**config.mk**
```make
export PLATFORM = sky130hd
export DESIGN_NAME = comma_aligner
export DESIGN_NICKNAME = d
export VERILOG_FILES = /design/src/rtl/serdes_pkg.sv /design/src/rtl/comma_detect.sv /design/src/rtl/comma_aligner.sv
export SDC_FILE = /design/constraint.sdc
export NUM_CORES = 1
export LEC_CHECK = 0
export BUFFER_PORTS_ARGS = -buffer_cell sky130_fd_sc_hd__buf_2
export CORE_MARGIN = 1.5
export CORE_UTILIZATION = 60
export CTS_BUF_LIST = sky130_fd_sc_hd__clkbuf_4 sky130_fd_sc_hd__clkbuf_8 sky130_fd_sc_hd__clkbuf_16
export CTS_CLUSTER_SIZE = 24
export DETAILED_ROUTE_END_ITERATION = 8
export PLACE_DENSITY = 0.86
export SKIP_LAST_GASP = 1
export SYNTH_ARGS = -nofsm -noshare
export SYNTH_HDL_FRONTEND = slang
export SYNTH_SLANG_ARGS = --single-unit
```
**constraint.sdc**
```tcl
create_clock -name clk -period 6.52 [get_ports clk]
set_input_delay 1.63 -clock clk [delete_from_list [all_inputs] [get_ports clk]]
set_output_delay 1.63 -clock clk [all_outputs]
set_load 0.01 [all_outputs]
```
**src/rtl/serdes_pkg.sv**
```systemverilog
// Shared 8b/10b receive-side constants and the word-aligner state type.
package serdes_pkg;

    localparam logic [6:0] COMMA_P = 7'b0011111;
    localparam logic [6:0] COMMA_N = 7'b1100000;

    localparam logic [9:0] K28_5_RDN = 10'b0011111010;
    localparam logic [9:0] K28_5_RDP = 10'b1100000101;

    typedef enum logic [1:0] {
        UNLOCKED  = 2'd0,
        CANDIDATE = 2'd1,
        LOCKED    = 2'd2
    } align_state_e;

    // Candidate symbol at offset k is win[19-k -: 10].
    function automatic logic [9:0] extract_sym(input logic [19:0] win, input logic [3:0] off);
        logic [19:0] sh;
        sh = win >> (5'd10 - 5'(off));
        return sh[9:0];
    endfunction

endpackage

```
**src/rtl/comma_detect.sv**
```systemverilog
// Combinational comma search over a 20-bit window; reports the lowest matching offset.
module comma_detect
    import serdes_pkg::*;
(
    input  logic [19:0] win_i,
    output logic        hit_o,
    output logic [3:0]  pos_o
);

    logic [6:0] slice;

    always_comb begin
        hit_o = 1'b0;
        pos_o = '0;
        slice = '0;
        for (int unsigned i = 0; i < 10; i++) begin
            slice = 7'(win_i >> (13 - i));
            if (!hit_o && (slice == COMMA_P || slice == COMMA_N)) begin
                hit_o = 1'b1;
                pos_o = 4'(i);
            end
        end
    end

endmodule

```
**src/rtl/comma_aligner.sv**
```systemverilog
// K28.5 word aligner with lock/unlock hysteresis feeding the 8b/10b decoder.
// Optional decoder-error lock monitor enabled by ALIGN_ERR_MON_EN.
module comma_aligner
    import serdes_pkg::*;
#(
    parameter int unsigned LOCK_CNT   = 3,
    parameter int unsigned UNLOCK_CNT = 4
`ifdef ALIGN_ERR_MON_EN
    ,
    parameter int unsigned ERR_WIN    = 16,
    parameter int unsigned ERR_MAX    = 4
`endif
) (
    input  logic       clk,
    input  logic       reset,
    input  logic [9:0] rx_word,
    input  logic       rx_valid,
`ifdef ALIGN_ERR_MON_EN
    input  logic       code_err_in,
    input  logic       disp_err_in,
`endif
    output logic [9:0] datout,
    output logic       dvalid,
    output logic       comma_det,
    output logic       locked,
    output logic [3:0] offset
);

    localparam logic [3:0] LOCK_N   = 4'(LOCK_CNT);
    localparam logic [3:0] UNLOCK_N = 4'(UNLOCK_CNT);

    align_state_e state_q, state_d;
    logic [9:0]   prev_q, cur_q, datout_q, sym_d;
    logic [1:0]   fill_q;
    logic [3:0]   off_q, off_d, cnt_q, cnt_d, miss_q, miss_d, pos;
    logic         dvalid_q, cdet_q, hit, win_vld, adv, sym_comma;

    assign win_vld = (fill_q == 2'd2);
    // Each window is evaluated once, on the edge that accepts the following word.
    assign adv     = rx_valid && win_vld;

    comma_detect u_det (
        .win_i ({prev_q, cur_q}),
        .hit_o (hit),
        .pos_o (pos)
    );

`ifdef ALIGN_ERR_MON_EN
    localparam int unsigned EW = $clog2(ERR_WIN + ERR_MAX + 1);
    logic [EW-1:0] errs_q, errs_d, wcnt_q, wcnt_d, errs_inc, wcnt_inc;
    logic          err_unlock;

    always_comb begin
        errs_d     = errs_q;
        wcnt_d     = wcnt_q;
        err_unlock = 1'b0;
        errs_inc   = errs_q + EW'(code_err_in | disp_err_in);
        wcnt_inc   = wcnt_q + EW'(1);
        if (state_q != LOCKED) begin
            errs_d = '0;
            wcnt_d = '0;
        end else if (adv) begin
            if (errs_inc >= EW'(ERR_MAX)) begin
                err_unlock = 1'b1;
                errs_d     = '0;
                wcnt_d     = '0;
            end else if (wcnt_inc >= EW'(ERR_WIN)) begin
                errs_d = '0;
                wcnt_d = '0;
            end else begin
                errs_d = errs_inc;
                wcnt_d = wcnt_inc;
            end
        end
    end

    always_ff @(posedge clk) begin
        if (reset) begin
            errs_q <= '0;
            wcnt_q <= '0;
        end else begin
            errs_q <= errs_d;
            wcnt_q <= wcnt_d;
        end
    end
`endif

    always_comb begin
        state_d = state_q;
        off_d   = off_q;
        cnt_d   = cnt_q;
        miss_d  = miss_q;
        if (adv && hit) begin
            case (state_q)
                UNLOCKED: begin
                    off_d = pos;
                    if (LOCK_N == 4'd1) begin
                        state_d = LOCKED;
                        cnt_d   = '0;
                    end else begin
                        state_d = CANDIDATE;
                        cnt_d   = 4'd1;
                    end
                end
                CANDIDATE: begin
                    if (pos != off_q) begin
                        off_d = pos;
                        cnt_d = 4'd1;
                    end else if (cnt_q + 4'd1 == LOCK_N) begin
                        state_d = LOCKED;
                        cnt_d   = '0;
                    end else begin
                        cnt_d = cnt_q + 4'd1;
                    end
                end
                LOCKED: begin
                    if (pos == off_q) begin
                        miss_d = '0;
                    end else if (miss_q + 4'd1 == UNLOCK_N) begin
                        state_d = UNLOCKED;
                        miss_d  = '0;
                    end else begin
                        miss_d = miss_q + 4'd1;
                    end
                end
                default: state_d = UNLOCKED;
            endcase
        end
`ifdef ALIGN_ERR_MON_EN
        if (err_unlock) begin
            state_d = UNLOCKED;
            miss_d  = '0;
        end
`endif
    end

    // Extract at the next offset so datout always matches the offset registered with it.
    assign sym_d     = extract_sym({prev_q, cur_q}, off_d);
    assign sym_comma = (sym_d[9:3] == COMMA_P) || (sym_d[9:3] == COMMA_N);

    always_ff @(posedge clk) begin
        if (reset) begin
            state_q  <= UNLOCKED;
            off_q    <= '0;
            cnt_q    <= '0;
            miss_q   <= '0;
            prev_q   <= '0;
            cur_q    <= '0;
            fill_q   <= '0;
            datout_q <= '0;
            dvalid_q <= 1'b0;
            cdet_q   <= 1'b0;
        end else begin
            state_q  <= state_d;
            off_q    <= off_d;
            cnt_q    <= cnt_d;
            miss_q   <= miss_d;
            dvalid_q <= adv;
            if (rx_valid) begin
                prev_q <= cur_q;
                cur_q  <= rx_word;
                if (fill_q != 2'd2) fill_q <= fill_q + 2'd1;
            end
            if (adv) begin
                datout_q <= sym_d;
                cdet_q   <= sym_comma;
            end
        end
    end

    assign datout    = datout_q;
    assign dvalid    = dvalid_q;
    assign comma_det = cdet_q;
    assign locked    = (state_q == LOCKED);
    assign offset    = off_q;

endmodule
```
==> results by group, run 1 <==
Run status
  – Status: complete, no violations

Clocking
  – Root Buffer Master: clkbuf_8
  – Post-CTS Setup Repair Bufs: 0
  – Clock tree from TritonCTS: done
  – Worst-Skew Late Latency: roughly 0.30 ns
  – CTS clk-pin slew, worst paths: around 0.080 ns
  – Sink Count: between 40 and 50
  – CTS Buffer Depth: 2
  – CTS resizes: 0
  – Total clock buffers created by CTS: 5
  – Htree depth: 2
  – Cts hold-fix bufs: 0

Pwr
  – Worst vdd ir: about 0.16 mV
  – Seq pwr share: between 50% and 60%
  – Comb power frac: roughly an eighth
  – Clock group share of total power: 31.3%
  – Sw frac: a little over a quarter
  – Int Power: 408.7 uW
  – PwrDens: 147.8 mW/mm^2
  – Switching Power: 150.0 uW
  – Leak Pwr: roughly 0.0015 uW

Die
  – Die Ht: roughly 80 microns
  – Die area: about 0.0064 sq mm
  – Number of top-level pins: 30
  – Initial Util: between 60% and 70%
  – Core area: 0.005608 sq mm
  – Die width: about 80 microns
  – Cell Rows: 27

Global routing
  – Final global-route overflow total: 0
  – Initial antenna violation count: 0
  – Pin count of the biggest net entering global routing: 50
  – Number of global-route vias before repair: 2943
  – First-pass GRT wire length: between 10000 and 15000 microns
  – GRT Util Overall: 27.57%

Setup path
  – Worst Path Max Fanout: 19
  – CP endpoint kind: flip-flop
  – Cells along the critical path: buf_2, nand2_1, buf_4, or2_2, nand2b_1, a21oi_1, mux2_2, ha_1, buf_4, mux4_2, mux4_2, nand2_1, nand2b_1, o41ai_2
  – Nature of the critical path startpoint: input pin
  – Worst path max stage delay: around 0.55 ns
  – Setup CP Type: in2reg
  – Worst r2r src: prev_q[4]
  – Worst Setup EP: comma_det
  – Slack of the worst reg-to-reg path: ~1.3 ns
  – Critical Path RT: between 6 and 7 ns
  – Crit path max-delay family: multiplexers
  – Critical Path Start: rx_valid
  – Arrival @ worst endpoint: about 5.5 ns
  – Worst r2r path cells: 15
  – CP bufs+invs: 3
  – WP depth: 14
  – Worst r2r dst: comma_det
  – Slowest-stage cell, CP: mux4_2

Synth
  – Cell accounting for the most synthesized area: dfxtp_1
  – Netlist Area Pre-Place: around 0.0036 sq mm
  – Syn Area/Cell: approximately 9 sq um
  – Largest family of logic cells by synthesized area: simple AND/OR/NAND/NOR gates
  – Largest cells by area after synthesis: dfxtp_1 27%, mux4_2 11%, mux2i_1 7.9%, nor2_1 6.1%, nand2_1 4.0%
  – Post-synthesis sequential area ratio: 27.00%
  – Gate Count Post-Synth: a little over 400
  – Ys flop type: dfxtp_1
  – Ys Warns: 0
  – Async SR Flop Fraction: 0%
  – Number of synthesized register bits: 48
  – Synth Area in Simple Gates: around a quarter
  – Synth Area in XOR/XNOR: under 10%
  – Post-synth top area share: 27.00%
  – Post-synth cell types: 67
  – Post-synth EDFFs: 0
  – Post-synthesis compound-gate area fraction: 16.98%
  – Area share of fa/ha/maj cells after synthesis: 2.110%
  – Synth Net Count: 423
  – Mux cell area share after synthesis: between 20% and 30%

Routing
  – Routed Antenna Nets: 0
  – WL/cell: 17.01 microns
  – Drt via density: ~6.5
  – Starting DRT DRC Count: 204
  – DR pass1 iterations: 5
  – Via count: between 3k and 4k
  – Routed wire length: slightly above 8000 microns
  – Residual DRC: 0

Timing
  – Setup ws final: roughly 1.3 ns
  – Period utilization: between 80% and 90%
  – Setup violators final: 0
  – Slew Limit Headroom: a little over two fifths
  – Final Critical Period: 5.244 ns
  – Final hold viol count: 0
  – Worst Max-Slew Pin Slew: 0.8659 ns
  – Fmax: between 150 and 200 MHz
  – Max-slew violations: 0
  – RSZ-0062 raised after global routing: false
  – Clk_skew: ~0.009 ns
  – Sum Neg Setup Slack: 0 ns
  – Worst hold margin: around 0.47 ns

Layout
  – Sequential Area: 960.9 sq um
  – Finished Layout Cells: roughly 490
  – Nets@finish: approximately 440
  – Number of fill cells: 469
  – Post-Layout Inst Area: about 0.0038 sq mm
  – Area of the multi-input gates: approximately 0.0024 sq mm
  – Share of cells above drive strength 1: between 10% and 20%
  – P&R area growth vs syn: 6.224%
  – Antenna cells: 0

Placed design
  – Detail Placement HPWL: 5938 microns
  – Pre-CTS WS: ~1 ns
  – PortBufs: 29
  – GP Congestion: 0.8727
  – Dpl cell area: approximately 0.0037 sq mm
  – Cells after DPL: between 400 and 500

Job
  – Max Cap Viol: 0

Min path
  – Worst hold path class: reg2reg
[logic make-up after synthesis]
logic type | Yosys count
buffers and inverters | 36
AO/OA/AOI/OAI | 79
adder cells (fa/ha/maj) | 6
XOR/XNOR | 8
flip-flops | 48
multiplexers | 50
AND/OR/NAND/NOR | 177
[cell type report]
class / instances / share of cell area, %
clock inverter: 1 / 0.1324
inverter: 9 / 1.092
timing repair buffer: 33 / 4.634
sequential: 48 / 25.42
clock buffer: 6 / 2.019
tap: 72 / 2.383
multi-input combinational: 320 / 64.32
[routing by layer]
layer	vias to the layer above	track usage (%)	wire, microns
met3	13	3.429	420
met2	115	47.98	4201
met5	-	0	0
li1	1539	-	-
met1	1526	36.44	3613
met4	0	6.034	82
[synth_stat cells (all sizes together), types with 3 or more instances]
cell and instances:
a21o 4, inv 9, and2 4, nand2b 6, nor3 5, nor2b 8
nand3b 6, o21a 5, dfxtp 48, nand4 6, nand3 13, a22oi 6
a32oi 4, xnor2 5, and3 6, a21oi 20, o21ai 9, a211oi 8
nand4b 5, nand2 39, xor2 3, nor3b 4, nor2 58, mux2i 29
buf 17, or2 3, nor4 6, clkbuf 10, mux4 19, ha 6
[per-stage QoR]
stage / util (%) / power, uW
CTS: 67.40 / 560.9
detailed placement: 65.95 / 389.3
floorplan: - / 372.3
finish: 67.40 / 558.7
global placement: 65.95 / 386.3
global route: 67.40 / 579.7
[power by group through the flow]
stage	Combinational (uW)	Sequential [uW]	Clock, uW
after floorplan	57.5	315	0
after global placement	62.7	324	0
after detailed placement	65.0	324	0
after CTS	65.5	318	178
after global routing	73.1	320	186
final	65.7	318	175
[cell usage in the layout, fill, tap and decap left out, types with 7 or more instances in the layout]
master,count
nor2b_1,8
a21oi_1,20
o21ai_0,8
a211oi_1,7
inv_1,8
nand2_1,38
mux4_2,18
nor2_1,58
mux2i_1,28
dfxtp_1,48
buf_2,29
nand3_1,13
[how the worst min path moves through the flow]
stage               start          to  slack, ns  cells past startpoint
2_1_floorplan  state_q[0]  state_q[0]       0.45                      2
6_report        datout[5]   datout[5]       0.47                      2
4_1_cts         datout[6]   datout[6]       0.47                      2
3_5_place_dp    datout[6]   datout[6]       0.46                      2
5_1_grt         datout[5]   datout[5]       0.49                      2
3_3_place_gp    datout[6]   datout[6]       0.44                      2
[flip-flops by register name, indices dropped and copies added (netlist names)]
register and count:
cnt_q 4, comma_det 1, cur_q 10, datout 10, dvalid 1, fill_q 2, miss_q 4, offset 4
prev_q 10, state_q 2
[worst min-delay path: cells and delay by family, from the launching register on]
family | cells | cell delay [ns]
AOI/OAI and AO/OA | 1 | 0.05
DFF | 1 | 0.32
and+or+nand+nor | 1 | 0.05
Note: power is estimated with default switching activity, not from simulation.
==> inputs of run 2 (changes only) <==
CORE_UTILIZATION = 55   (was 60)
PLACE_DENSITY = 0.83   (was 0.86)
clock period = 4.3 ns   (was 6.52 ns; I/O delays follow)
==> results by group, run 2 (same netlist as run 1, synthesis figures left out) <==
Timing
  – Period utilization: 100.9%
  – Worst Max-Slew Pin Slew: between 0.8 and 0.9 ns
  – RSZ-0062 raised after global routing: true
  – Slew Limit Headroom: 41.72%
  – Final hold viol count: 0
  – Max-slew violations: 0
  – Clk_skew: between 0.005 and 0.006 ns
  – Sum Neg Setup Slack: -0.03893 ns
  – Setup ws final: -0.03893 ns
  – Final Critical Period: between 4 and 5 ns
  – Setup violators final: 1
  – Fmax: approximately 230 MHz

Routing
  – Metal-1 WL: approximately 3900 microns
  – Routed wire length: 9350 microns
  – Drt via density: around 6.3
  – Met3 WL: 524 microns
  – Residual DRC: 0
  – Starting DRT DRC Count: ~370
  – WL/cell: 17.38 microns
  – Via count: approximately 3.4k
  – Met2 wire len: approximately 4700 microns
  – Top Layer Used: met4
  – Routed Antenna Nets: 0
  – DR pass1 iterations: 5

Placed design
  – Pre-CTS WS: -0.01272 ns
  – PortBufs: 29
  – GP Congestion: 0.9300
  – Detail Placement HPWL: between 6000 and 7000 microns

Setup path
  – Setup CP Type: reg2reg
  – Worst r2r src: prev_q[2]
  – Critical Path Start: prev_q[2]
  – Worst Setup EP: comma_det
  – Nature of the critical path startpoint: flip-flop
  – Worst r2r path cells: 18
  – Slack of the worst reg-to-reg path: -0.04 ns
  – Worst Path Max Fanout: 7
  – Critical Path RT: around 4.5 ns
  – Arrival @ worst endpoint: 4.55 ns
  – CP endpoint kind: flip-flop
  – Worst r2r dst: comma_det

Clocking
  – Sink Count: 48
  – Total clock buffers created by CTS: 5
  – Root Buffer Master: clkbuf_8
  – CTS clk-pin slew, worst paths: approximately 0.09 ns
  – Htree depth: 2
  – Cts hold-fix bufs: 0
  – Worst-Skew Late Latency: 0.31 ns
  – CTS Buffer Depth: 2
  – Clock tree from TritonCTS: done

Die
  – Die Ht: approximately 83 microns
  – Die area: around 0.0070 sq mm
  – Initial Util: 56.36%
  – Core area: 0.006314 sq mm
  – Cell Rows: 29
  – Number of top-level pins: 30
  – Die width: between 80 and 90 microns

Layout
  – Nets@finish: 480
  – Area of the multi-input gates: about 0.0026 sq mm
  – Sequential Area: approximately 980 sq um
  – Antenna cells: 0
  – Commonest non-fill, non-tap cell in the layout: nor2_1
  – Most frequent cells in the layout: 56 x nor2_1, 46 x buf_4, 38 x dfxtp_1, 37 x nand2_1, 30 x buf_2
  – P&R area growth vs syn: 21.55%
  – Core Util, Final: 68.51%
  – Share of cells above drive strength 1: about a third
  – Number of fill cells: a little under 500

Pwr
  – Comb power frac: between 10% and 20%
  – Int Power: ~630 uW
  – Clock group share of total power: a little under a third
  – Total power: 879.2 uW
  – PwrDens: between 200 and 250 mW/mm^2
  – Leak Pwr: approximately 0.0017 uW
  – Seq pwr share: 53.8%
  – Sw frac: 27.97%
  – Switching Power: about 250 uW
  – Worst vdd ir: roughly 0.18 mV

Global routing
  – Final global-route overflow total: 0
  – Number of global-route vias before repair: 3067
  – Pin count of the biggest net entering global routing: 50
  – First-pass GRT wire length: 14520 microns
  – GRT Util Overall: approximately 25%
  – Initial antenna violation count: 0

Min path
  – Worst hold path class: reg2reg
  – HP Start: datout[6]

Job
  – Max Cap Viol: 0

Run status
  – Failing checks: negative setup slack
  – Status: finished with violations
run 2: power groups by stage:
stage | clock network [uW] | logic, uW | registers (uW)
finish | 272 | 134 | 473
global route | 290 | 146 | 475
CTS | 275 | 126 | 473
detailed placement | 0 | 125 | 483
global placement | 0 | 121 | 482
floorplan | 0 | 91.2 | 477
run 2: worst min-delay path by stage:
stage | to | slack [ns] | cells after the start
after detailed placement | datout[6] | 0.45 | 2
after global routing | datout[6] | 0.49 | 2
final | datout[6] | 0.46 | 2
after CTS | datout[6] | 0.46 | 2
after floorplan | state_q[0] | 0.45 | 2
after global placement | datout[6] | 0.44 | 2
run 2: what timing repair did:
action | 4_1_cts | 5_1_grt
gates resized for setup | 4 | 35
setup endpoints to repair | 1 | 7
pin swaps | 1 | 12
buffers inserted | 0 | 13
run 2: critical path: stages, from the launching register on:
cell	delay, ns
dfxtp_4	0.37
buf_4	0.17
and2_4	0.18
a32oi_4	0.29
o311a_1	0.30
nand4_1	0.18
o21ai_1	0.18
a22oi_1	0.09
buf_4	0.16
a21oi_4	0.16
mux2_4	0.33
ha_4	0.32
buf_12	0.13
mux4_2	0.50
nand2_1	0.09
nand2_1	0.06
o211ai_1	0.28
nand2_1	0.11
o41ai_2	0.34
run 2: final cells by class:
cell class	instances	share of cell area (%)
inverter	9	0.9546
tap	77	2.227
sequential	48	22.74
multi-input combinational	320	60.28
clock buffer	6	1.765
timing repair buffer	77	11.92
clock inverter	1	0.1157
run 2: layer usage:
layer,vias to the layer above,global-route usage (%)
li1,1613,-
met1,1640,34.72
met2,138,42.42
met3,22,3.181
met4,0,5.812
met5,-,0
run 2: stage by stage:
| stage | instance area, sq um | cells | hold slack (ns) |
|---|---|---|---|
| 3_5_place_dp | 3995 | 518 | 0.4454 |
| 2_1_floorplan | 3636 | 404 | 0.4534 |
| 3_3_place_gp | 3995 | 518 | 0.4404 |
| 5_1_grt | 4325 | 538 | 0.4925 |
| 6_report | 4325 | 538 | 0.4579 |
| 4_1_cts | 4085 | 525 | 0.4583 |
